$ cat config.mk
export PLATFORM = sky130hd
export DESIGN_NAME = hazard_ctrl
export DESIGN_NICKNAME = d
export VERILOG_FILES = /design/src/rtl/hazard_ctrl.sv
export SDC_FILE = /design/constraint.sdc
export NUM_CORES = 1
export LEC_CHECK = 0
export BUFFER_PORTS_ARGS = -buffer_cell sky130_fd_sc_hd__buf_2
export CAP_MARGIN = 20
export CORE_MARGIN = 2
export CORE_UTILIZATION = 35
export DETAILED_ROUTE_END_ITERATION = 12
export MAX_ROUTING_LAYER = met4
export PLACE_DENSITY = 0.73
export SLEW_MARGIN = 20
export SYNTH_ARGS = -nofsm -noshare
export SYNTH_HDL_FRONTEND = slang
export SYNTH_SLANG_ARGS = --single-unit
$ cat constraint.sdc
create_clock -name clk -period 1.2 [get_ports clk]
set_input_delay 0.18 -clock clk [delete_from_list [all_inputs] [get_ports clk]]
set_output_delay 0.18 -clock clk [all_outputs]
set_load 0.005 [all_outputs]
$ cat src/rtl/hazard_ctrl.sv
// hazard_ctrl -- pipeline hazard controller for a 5-stage in-order core.
//
// Decides, every cycle, whether the front end advances, stalls or is flushed,
// and where the ID-stage operands should be sourced from (bypass network).
//
// Ports
//   clk, reset            : system clock, synchronous active-high reset
//   id_rn, id_rm          : ID-stage source register numbers
//   id_use_rn, id_use_rm  : ID instruction actually reads that source
//   ex_rd/mem_rd/wb_rd    : destination register of the EX/MEM/WB instruction
//   ex_rf_en/...          : that instruction writes the register file
//   ex_load               : EX instruction is a data-memory load
//   branch_taken          : branch resolved taken in EX
//   dmem_busy             : data memory needs another wait cycle
//   pc_ld, ifid_ld        : PC / IF-ID load enables
//   ifid_flush            : clear the IF-ID register
//   nop_sel               : 1 = inject zeroed control into ID/EX
//   fwd_a, fwd_b          : operand source 00 regfile, 01 EX, 10 MEM, 11 WB
//   state                 : 00 RUN, 01 MEM_WAIT, 10 FLUSH
//
// Optional build macro HAZARD_CTRL_STATS_EN adds saturating 16-bit counters
//   stall_cnt (load-use stall cycles) and flush_cnt (entries into FLUSH).
//
// Only the FSM state and branch_pend are registered; every other output is a
// combinational function of those and the current inputs.

module hazard_ctrl (
  input  logic       clk,
  input  logic       reset,
  input  logic [3:0] id_rn,
  input  logic [3:0] id_rm,
  input  logic       id_use_rn,
  input  logic       id_use_rm,
  input  logic [3:0] ex_rd,
  input  logic [3:0] mem_rd,
  input  logic [3:0] wb_rd,
  input  logic       ex_rf_en,
  input  logic       mem_rf_en,
  input  logic       wb_rf_en,
  input  logic       ex_load,
  input  logic       branch_taken,
  input  logic       dmem_busy,
  output logic       pc_ld,
  output logic       ifid_ld,
  output logic       ifid_flush,
  output logic       nop_sel,
  output logic [1:0] fwd_a,
  output logic [1:0] fwd_b,
  output logic [1:0] state
`ifdef HAZARD_CTRL_STATS_EN
  ,
  output logic [15:0] stall_cnt,
  output logic [15:0] flush_cnt
`endif
);

  typedef enum logic [1:0] {
    S_RUN      = 2'b00,
    S_MEM_WAIT = 2'b01,
    S_FLUSH    = 2'b10
  } state_t;

  state_t cur_state;
  state_t nxt_state;
  logic   branch_pend;
  logic   nxt_pend;
  logic   load_use;
  logic   do_stall;

  // Register 15 (PC) is never a bypass candidate; an unread operand also
  // reports the register file so downstream muxes stay quiet.
  function automatic logic [1:0] fwd_sel(
    input logic [3:0] src,
    input logic       use_src,
    input logic [3:0] e_rd,
    input logic [3:0] m_rd,
    input logic [3:0] w_rd,
    input logic       e_ok,
    input logic       m_ok,
    input logic       w_ok
  );
    logic [1:0] sel;
    sel = 2'b00;
    if (use_src && src != 4'd15) begin
      if (e_ok && e_rd == src)      sel = 2'b01;
      else if (m_ok && m_rd == src) sel = 2'b10;
      else if (w_ok && w_rd == src) sel = 2'b11;
    end
    return sel;
  endfunction

  // A load in EX cannot forward its data yet, so it is skipped here and the
  // load-use stall covers the dependent instruction instead.
  always_comb begin
    if (reset) begin
      fwd_a = 2'b00;
      fwd_b = 2'b00;
    end else begin
      fwd_a = fwd_sel(id_rn, id_use_rn, ex_rd, mem_rd, wb_rd,
                      ex_rf_en & ~ex_load, mem_rf_en, wb_rf_en);
      fwd_b = fwd_sel(id_rm, id_use_rm, ex_rd, mem_rd, wb_rd,
                      ex_rf_en & ~ex_load, mem_rf_en, wb_rf_en);
    end
  end

  assign load_use = ex_load & ex_rf_en & (ex_rd != 4'd15) &
                    ((id_use_rn & (ex_rd == id_rn)) |
                     (id_use_rm & (ex_rd == id_rm)));

  // Priority: reset > dmem_busy > taken/pending branch > load-use.
  always_comb begin
    pc_ld      = 1'b1;
    ifid_ld    = 1'b1;
    ifid_flush = 1'b0;
    nop_sel    = 1'b0;
    do_stall   = 1'b0;
    nxt_state  = S_RUN;
    nxt_pend   = branch_pend;
    if (reset) begin
      pc_ld    = 1'b0;
      ifid_ld  = 1'b0;
      nop_sel  = 1'b1;
      nxt_pend = 1'b0;
    end else if (dmem_busy) begin
      // Whole pipe frozen; a branch resolving during the wait is remembered
      // so it can be honoured once memory releases.
      pc_ld     = 1'b0;
      ifid_ld   = 1'b0;
      nxt_state = S_MEM_WAIT;
      if (cur_state == S_MEM_WAIT && branch_taken) nxt_pend = 1'b1;
    end else if (cur_state == S_FLUSH) begin
      ifid_flush = 1'b1;
      nop_sel    = 1'b1;
    end else if (branch_taken || (cur_state == S_MEM_WAIT && branch_pend)) begin
      ifid_flush = 1'b1;
      nop_sel    = 1'b1;
      nxt_state  = S_FLUSH;
      nxt_pend   = 1'b0;
    end else if (load_use) begin
      pc_ld    = 1'b0;
      ifid_ld  = 1'b0;
      nop_sel  = 1'b1;
      do_stall = 1'b1;
    end
  end

  always_ff @(posedge clk) begin
    cur_state   <= nxt_state;
    branch_pend <= nxt_pend;
  end

  assign state = cur_state;

`ifdef HAZARD_CTRL_STATS_EN
  always_ff @(posedge clk) begin
    if (reset) begin
      stall_cnt <= 16'd0;
      flush_cnt <= 16'd0;
    end else begin
      if (do_stall && stall_cnt != 16'hFFFF)
        stall_cnt <= stall_cnt + 16'd1;
      if (nxt_state == S_FLUSH && cur_state != S_FLUSH && flush_cnt != 16'hFFFF)
        flush_cnt <= flush_cnt + 16'd1;
    end
  end
`endif

endmodule
==> metrics.md, run 1 <==
| Metric | Value |
|---|---|
| Drt initial violations | `6` |
| DR DRC count | `0` |
| Power Density | `559 mW/mm²` |
| Status | `finished with violations` |
| Fillcell total | `111` |
| Xor/xnor cell area share of the yosys netlist | `36.9%` |
| Slowest cell on crit path | `or3b_4` |
| F_max | `679 MHz` |
| Die extent in y | `44.3 µm` |
| Clk_lat worst skew | `about 0.24 ns` |
| Die area | `0.00197 mm²` |
| GRT Total Usage | `22.4%` |
| DR vias | `774` |
| Antenna fix cells | `0` |
| Top Usage Layer GRT | `met2` |
| Synth Area in Adders | `0%` |
| Crit path buf inv count | `2` |
| Critical path type | `in2out` |
| WP data required | `1.02 ns` |
| Port bufs | `39` |
| Violations in the final reports | `negative setup slack` |
| Layout Skew | `0.00252 ns` |
| CTS tree | `built` |
| Leakage | `0.000538 µW` |
| Core ar. | `approximately 0.0015 mm²` |
| Total wire length | `roughly 2.1 mm` |
| Final WS setup | `-0.274 ns` |
| Detail Route Antenna Nets | `0` |
| Starting Density | `~37%` |
| Vias per cell | `about 5.3` |
| Critical path peak fanout | `3` |
| CTS Sinks | `3` |
| Router iterations before antenna repair | `4` |
| Final-report max-slew violation count | `0` |
| Internal power | `440 µW` |
| Largest net degree at the start of global routing | `7` |
| GR Layer Usage met1 | `19.1%` |
| Worst path cell trace | `buf_8, xnor2_2, nand4_1, or3b_4, a41oi_2, buf_2` |
| Comb power frac | `between 50% and 60%` |
| Hold WC Path Type | `in2reg` |
| CP delay by family, top | `simple AND/OR/NAND/NOR gates` |
| Layout cells sized above 1 | `a little over three fifths` |
| # setup viols final | `8` |
| Wire length of the first global-routing pass | `3.12 mm` |
| Grt ovf | `0` |
| Startpoint Class | `input port` |
| Simple logic cell fraction of the synthesized area | `32.7%` |
| Syn Inst Count | `slightly below 80` |
| Count of cell types in the netlist | `22` |
| Max-cap violation count | `0` |
| Total power | `~660 µW` |
| Global placement routability congestion | `0.879` |
| Clk Tree Root Cell | `clkbuf_4` |
| Top cells by area, synth | `xnor2_1, xor2_1, dfxtp_1` |
| Met3 Use GR | `3.27%` |
| Minimum clock period | `1.47 ns` |
| Post-synth top area share | `a little under a fifth` |
| Yosys warning count | `0` |
| Multiplexer share of the synthesized area | `0%` |
| Cell Count, Final, Fillers Out | `146` |
| Worst Max-Slew Pin Slew | `0.309 ns` |
| Largest family of logic cells by synthesized area | `XOR/XNOR gates` |
| Slew HR | `79.2%` |
| Worst Setup End Kind | `output pin` |
| Hold slack | `roughly 0.19 ns` |
| RSZ-0062 raised after global routing | `yes` |
| Num rows | `14` |
| Fin nets | `161` |
| Sequential power share | `16.8%` |
| Max clock buf depth | `2` |
| Dpl hpwl | `1.46 mm` |
| Fin crit share | `123%` |
| Syn Area/Cell | `7.39 µm²` |
| Synth Register Bits | `3` |
| Sw Ratio | `33.7%` |
| Die span in x | `44.3 µm` |
| Vias in the first global route | `just under 800` |
| Compound-Gate Fraction of Synth Area | `13.6%` |
| Sequential-to-total area share from yosys stat | `10.5%` |
| Hold Vio Cnt, Final | `0` |
| Met2 usage | `46.8%` |
| Initial antenna violation count | `0` |
| CP peak stage delay | `0.41 ns` |
| Max IR drop VDD | `0.268 mV` |
| Synthesis-to-layout area growth | `109%` |
| DR WL/cell | `14.2 µm` |
| P_sw | `223 µW` |
| CP Data Arrival Time | `1.29 ns` |
| Largest area contributor in the netlist | `xnor2_1` |
| Worst-path clk slew | `0.04 ns` |
| Cell Area, Synth | `569 µm²` |
| CTS Buf Count | `3` |
| Dpl ws | `-0.353 ns` |
| Top-level I/O count | `40` |
| Clock H-tree levels | `1` |
| Placed cells | `139` |
| Net Count, Synth | `107` |
| Clk pwr share | `27.2%` |
==> layout by cell type, fill, tap and decap left out, drive strengths merged <==
master / instances
o21ai: 1
inv: 3
nand2: 5
or3b: 2
dfxtp: 3
nand2b: 1
nor2b: 5
a41oi: 2
buf: 50
xor2: 12
nand3: 4
a21o: 1
xnor2: 12
nor4: 2
clkbuf: 4
a211oi: 2
nor3: 6
nor2: 6
a21oi: 5
nand4: 4
==> power by group through the flow <==
| stage | combinational [µW] | sequential, µW | clock [µW] |
|---|---|---|---|
| finish | 372 | 111 | 180 |
| global route | 398 | 112 | 199 |
| CTS | 339 | 111 | 184 |
| detailed placement | 254 | 111 | 0 |
| global placement | 246 | 111 | 0 |
| floorplan | 119 | 111 | 0 |
==> per-layer routing <==
| metal | vias to the layer above | wire length [µm] | part of all wire, % |
|---|---|---|---|
| met5 | - | 0 | 0 |
| met4 | 0 | 27 | 1.3 |
| met3 | 4 | 112 | 5.4 |
| met2 | 34 | 1170 | 56 |
| met1 | 359 | 761 | 37 |
| li1 | 377 | - | - |
==> cell usage after synthesis <==
cell      number
nand2b_1       1
nor2b_1        5
o21ai_0        1
nand3_1        4
dfxtp_1        3
a41oi_2        1
or3b_1         1
or3b_4         1
nor2_1         6
a41oi_1        1
a21oi_1        5
inv_1          2
xnor2_1       12
nor3_1         6
nor4_1         2
xor2_1        12
a21o_1         1
a211oi_1       2
nand4_1        4
nand2_1        5
buf_4          1
inv_16         1
==> area by class of cell <==
type	instances	area (µm²)	area share, %
flip-flops and latches	3	65.1	5.48
repair buffers	50	409	34.5
inverters	3	27.5	2.32
multi-input cells	70	639	53.8
clock buffers	4	26.3	2.21
well taps	16	20.0	1.69
==> per-stage QoR <==
stage	area [µm²]	utilization (%)	setup TNS, ns
2_1_floorplan	587	-	-0.0806
3_3_place_gp	855	56.1	-1.65
3_5_place_dp	855	56.1	-1.88
4_1_cts	1120	73.3	-1.66
5_1_grt	1190	77.9	-2.28
6_report	1190	77.9	-1.79
==> sequential cells by signal (all words and copies together) (netlist names) <==
signal,cells
state,2
branch_pend,1
==> what timing repair did <==
item,in CTS,in global routing
pin swaps,23,17
hold buffers,0,0
cloned,0,0
gates resized for setup,51,14
setup endpoints to repair,8,9
endpoints found under the hold margin,0,0
buffers inserted,5,2
==> cells by family after synthesis <==
kind of cell	after synthesis
flip-flops	3
AND/OR/NAND/NOR	35
AO/OA/AOI/OAI	11
XOR/XNOR	24
buffers and inverters	4
==> final timing paths <==
path / slack [ns] / to / cells after the start / start
setup / recovery: -0.27 / nop_sel / 6 / ex_rd[2]
hold / removal: 0.19 / state[1]$_SDFF_PP0_ / 2 / dmem_busy
setup reg to reg: 0.16 / branch_pend$_SDFFE_PP0P_ / 5 / state[0]$_SDFF_PP0_
hold reg to reg: 0.58 / branch_pend$_SDFFE_PP0P_ / 2 / branch_pend$_SDFFE_PP0P_
No activity file was read; power rests on OpenSTA's default activity.
==> run 2, diff against run 1 <==
==> constraint.sdc (replaced) <==
create_clock -name clk -period 1.3 [get_ports clk]
set_input_delay 0.195 -clock clk [delete_from_list [all_inputs] [get_ports clk]]
set_output_delay 0.195 -clock clk [all_outputs]
set_load 0.005 [all_outputs]
==> metrics.md, run 2 (same netlist as run 1, synthesis figures left out) <==
| Metric | Value |
|---|---|
| Final Core Density | `79.9%` |
| Largest net degree at the start of global routing | `7` |
| Hold WC Path Type | `in2reg` |
| CP peak stage delay | `0.35 ns` |
| DR DRC count | `0` |
| Dpl ws | `-0.274 ns` |
| Reg-to-reg slack, setup | `about 0.16 ns` |
| Worst Setup End Kind | `output pin` |
| Final WS setup | `-0.197 ns` |
| Worst path cell trace | `nor2b_4, a211oi_4, a41oi_2, buf_2` |
| Starting Density | `~37%` |
| Core ar. | `0.00152 mm²` |
| Top-level I/O count | `40` |
| Hold slack | `~0.19 ns` |
| CTS Sinks | `3` |
| WP data required | `1.11 ns` |
| Status | `finished with violations` |
| Antenna fix cells | `0` |
| Placed cells | `139` |
| Synthesis-to-layout area growth | `114%` |
| Max-cap violation count | `0` |
| Num rows | `14` |
| CP delay by family, top | `compound AO/OA/AOI/OAI gates` |
| Clk_lat worst skew | `0.25 ns` |
| Critical register-to-register path startpoint | `state[0]$_SDFF_PP0_` |
| Leakage | `0.000556 µW` |
| Worst R2R Path Depth | `6` |
| Dpl hpwl | `1.45 mm` |
| Cell Area, Placed | `855 µm²` |
| Port bufs | `39` |
| Critical path destination | `nop_sel` |
| Final-report max-slew violation count | `0` |
| Slowest cell on crit path | `dfxtp_4` |
| Max FFs per register | `2` |
| Critical path type | `reg2out` |
| Initial antenna violation count | `0` |
| # setup viols final | `7` |
| CTS tree | `built` |
| Critical path peak fanout | `4` |
| Router iterations before antenna repair | `4` |
| Cell Count, Final, Fillers Out | `148` |
| Violations in the final reports | `negative setup slack` |
| Critical path depth | `4` |
| Max IR drop VDD | `0.274 mV` |
| RSZ-0062 raised after global routing | `yes` |
| Layout Skew | `just under 0.006 ns` |
| DR vias | `784` |
| Global placement routability congestion | `0.879` |
| CTS Buf Count | `3` |
| Power Density | `529 mW/mm²` |
| Vias per cell | `5.30` |
| Worst-path clk slew | `around 0.040 ns` |
| Die span in x | `44.3 µm` |
| CP Data Arrival Time | `1.30 ns` |
| GRT Total Usage | `24.6%` |
| Wire length of the first global-routing pass | `3.35 mm` |
| Vias in the first global route | `813` |
| Die extent in y | `roughly 44 µm` |
| Most frequent cells in the layout | `buf_2, buf_4, xor2_1, xnor2_2, buf_6` |
| Grt ovf | `0` |
| Fin nets | `approximately 160` |
| Layout cells sized above 1 | `around 66%` |
| Detail Route Antenna Nets | `0` |
| Finished Cell Area | `0.00122 mm²` |
| Worst setup path start | `state[0]$_SDFF_PP0_` |
| Fin crit share | `115%` |
| Drt initial violations | `3` |
| F_max | `668 MHz` |
| Slew HR | `between 80% and 90%` |
| Max clock buf depth | `2` |
| Die area | `0.00197 mm²` |
| Hold Vio Cnt, Final | `0` |
| Minimum clock period | `1.50 ns` |
| Clock H-tree levels | `1` |
| Startpoint Class | `flop` |
| Total wire length | `2.25 mm` |
| Clk Tree Root Cell | `clkbuf_4` |
| DR WL/cell | `roughly 15 µm` |
| Reg2reg end | `branch_pend$_SDFFE_PP0P_` |
| Most common cell after layout, fill and taps aside | `buf_2` |
| Crit path buf inv count | `1` |
| Worst Max-Slew Pin Slew | `0.267 ns` |
run 2: cell count changes in the layout (fill, tap and decap cells not counted), moves of 2 or more:
cell / before / now
a21oi_1: 2 / 4
a21oi_2: 3 / 1
buf_4: 10 / 13
buf_6: 11 / 8
buf_8: 5 / 7
xnor2_1: 4 / 2
xnor2_2: 7 / 9
run 2: worst min-delay path by stage:
stage,startpoint,endpoint,slack (ns),cells past startpoint
after floorplan,reset,branch_pend$_SDFFE_PP0P_,0.26,1
after global placement,dmem_busy,state[1]$_SDFF_PP0_,0.44,2
after detailed placement,dmem_busy,state[1]$_SDFF_PP0_,0.45,2
after CTS,dmem_busy,state[1]$_SDFF_PP0_,0.19,2
after global routing,dmem_busy,state[1]$_SDFF_PP0_,0.22,2
final,dmem_busy,state[1]$_SDFF_PP0_,0.19,2
run 2: layout make-up:
cell class	instances	area [µm²]
multi-input combinational	70	666
timing repair buffer	52	413
clock buffer	4	26.3
fill	104	307
sequential	3	65.1
tap	16	20.0
inverter	3	27.5
run 2: layer usage:
metal	vias to the layer above	part of all wire (%)	global-route usage, %
met5	-	0	-
met4	0	4.6	14.5
met3	12	5.2	2.04
met2	40	59	49.1
met1	355	32	21.6
li1	377	-	-
run 2: what timing repair did:
item | CTS | global route
setup buffers | 4 | 2
gates resized for setup | 50 | 17
gates cloned | 0 | 0
endpoints found under the setup margin | 8 | 8
pin swaps | 18 | 16
hold buffers | 0 | 0
run 2: per-stage QoR:
step                power [µW]  setup TNS [ns]
global placement           330           -1.16
global route               677           -1.46
CTS                        596           -1.03
floorplan                  213         -0.0106
detailed placement         337           -1.29
finish                     645          -0.949
run 2: where the power goes:
| part | leakage [µW] | switching (µW) | total [µW] | internal (µW) |
|---|---|---|---|---|
| logic | 0.000516 | 162 | 363 | 201 |
| registers | 0.0000256 | 6.23 | 103 | 96.3 |
| clock network | 0.0000150 | 63.5 | 179 | 116 |
==> run 3, diff against run 2 <==
--- a/config.mk
+++ b/config.mk
@@ -11,7 +11,9 @@
 export CORE_UTILIZATION = 35
 export DETAILED_ROUTE_END_ITERATION = 12
 export MAX_ROUTING_LAYER = met4
-export PLACE_DENSITY = 0.73
+export PLACE_DENSITY = 0.72
+export SETUP_SLACK_MARGIN = 0.3
+export SKIP_LAST_GASP = 1
 export SLEW_MARGIN = 20
 export SYNTH_ARGS = -nofsm -noshare
 export SYNTH_HDL_FRONTEND = slang
==> metrics.md, run 3 (same netlist as run 1, synthesis figures left out) <==
| Metric | Value |
|---|---|
| Power Density | `534 mW/mm²` |
| Final-report max-slew violation count | `0` |
| Violations in the final reports | `negative setup slack` |
| Max-cap violation count | `0` |
| Hold Startpoint | `reset` |
| Initial antenna violation count | `0` |
| Leakage | `0.000516 µW` |
| Critical path peak fanout | `3` |
| RSZ-0062 raised after global routing | `yes` |
| CP delay by family, top | `simple AND/OR/NAND/NOR gates` |
| Most frequent cells in the layout | `buf_2, xor2_1, xnor2_2, buf_6` |
| Port bufs | `39` |
| Layout cells sized above 1 | `61.1%` |
| Status | `finished with violations` |
| Hold WC Path Type | `in2reg` |
| Top-level I/O count | `40` |
| Slowest cell on crit path | `or3b_4` |
| Worst-path clk slew | `0.04 ns` |
| Drt initial violations | `4` |
| Max clock buf depth | `2` |
| Fin crit share | `118%` |
| Worst setup path start | `ex_rd[3]` |
| Worst Setup End Kind | `output pin` |
| Hold buffers post-CTS | `0` |
| Fin nets | `157` |
| F_max | `about 650 MHz` |
| Crit path buf inv count | `2` |
| Worst R2R Path Depth | `5` |
| DR vias | `754` |
| Layout Skew | `0.00738 ns` |
| Max FFs per register | `2` |
| Die extent in y | `44.3 µm` |
| Clock H-tree levels | `1` |
| Most common cell after layout, fill and taps aside | `buf_2` |
| Die area | `about 0.002 mm²` |
| Router iterations before antenna repair | `4` |
| CTS Sinks | `3` |
| CTS Buf Count | `3` |
| Total wire length | `2.10 mm` |
| Critical path depth | `7` |
| Core ar. | `0.00152 mm²` |
| Slew HR | `80.0%` |
| Minimum clock period | `1.54 ns` |
| Die span in x | `~44 µm` |
| Dpl ws | `-0.206 ns` |
| Clk Tree Root Cell | `clkbuf_4` |
| Detail Route Antenna Nets | `0` |
| Wire length of the first global-routing pass | `around 3 mm` |
| Synthesis-to-layout area growth | `97.8%` |
| Vias in the first global route | `790` |
| Worst path cell trace | `buf_6, xnor2_2, nand4_1, or3b_4, nand2_2, a211oi_2, buf_2` |
| Worst Max-Slew Pin Slew | `roughly 0.30 ns` |
| Final WS setup | `-0.235 ns` |
| Clk_lat worst skew | `roughly 0.24 ns` |
| Worst Hold Depth | `2` |
| Starting Density | `37.4%` |
| Startpoint Class | `input port` |
| CTS tree | `built` |
| GRT Total Usage | `21.1%` |
| DR DRC count | `0` |
| # setup viols final | `8` |
| DR WL/cell | `14.8 µm` |
| Antenna fix cells | `0` |
| CP Data Arrival Time | `between 1 and 1.5 ns` |
| CP peak stage delay | `0.42 ns` |
| Total power | `601 µW` |
| Critical path type | `in2out` |
| Max IR drop VDD | `0.266 mV` |
| Largest net degree at the start of global routing | `7` |
| Global placement routability congestion | `0.806` |
| Dpl hpwl | `1.48 mm` |
| WP data required | `1.11 ns` |
| Grt ovf | `0` |
| Num rows | `14` |
| Hold Vio Cnt, Final | `0` |
| Critical register-to-register path startpoint | `state[0]$_SDFF_PP0_` |
| Vias per cell | `5.31` |
run 3: report_power, final:
| group | switching (µW) | internal, µW |
|---|---|---|
| registers | 5.87 | 96.4 |
| logic | 149 | 181 |
| clock network | 52.8 | 115 |
run 3: final cells by class:
type	instances	area (µm²)
Clock buffer	4	26.3
Fill cell	118	398
Inverter	3	27.5
Multi-Input combinational cell	70	626
Sequential cell	3	65.1
Tap cell	16	20.0
Timing Repair Buffer	46	362
run 3: worst paths after layout:
check                              to  slack [ns]
max                           ifid_ld       -0.24
min          branch_pend$_SDFFE_PP0P_        0.20
max reg2reg  branch_pend$_SDFFE_PP0P_        0.27
min reg2reg  branch_pend$_SDFFE_PP0P_        0.57
run 3: metrics by stage:
stage	cells	hold slack [ns]	TNS (ns)	cell area (µm²)	utilization, %
after floorplan	77	0.264	-0.000304	609	-
after global placement	136	0.444	-1.15	855	56.1
after detailed placement	136	0.449	-1.20	855	56.1
after CTS	141	0.197	-0.929	1010	66.4
after global routing	142	0.202	-1.70	1130	73.9
final	142	0.196	-1.25	1130	73.9
run 3: per-layer routing:
| layer | vias up | GRT usage, % | part of all wire [%] |
|---|---|---|---|
| met5 | - | - | 0 |
| met4 | 0 | 10.3 | 2.4 |
| met3 | 6 | 3.67 | 6.5 |
| met2 | 34 | 41.2 | 56 |
| met1 | 346 | 19.1 | 35 |
| li1 | 368 | - | - |
run 3: what timing repair did:
action / CTS / global route
buffers inserted: 1 / 1
pin swaps: 14 / 18
endpoints found under the setup margin: 9 / 10
gates resized for setup: 35 / 23
gates cloned: 0 / 0
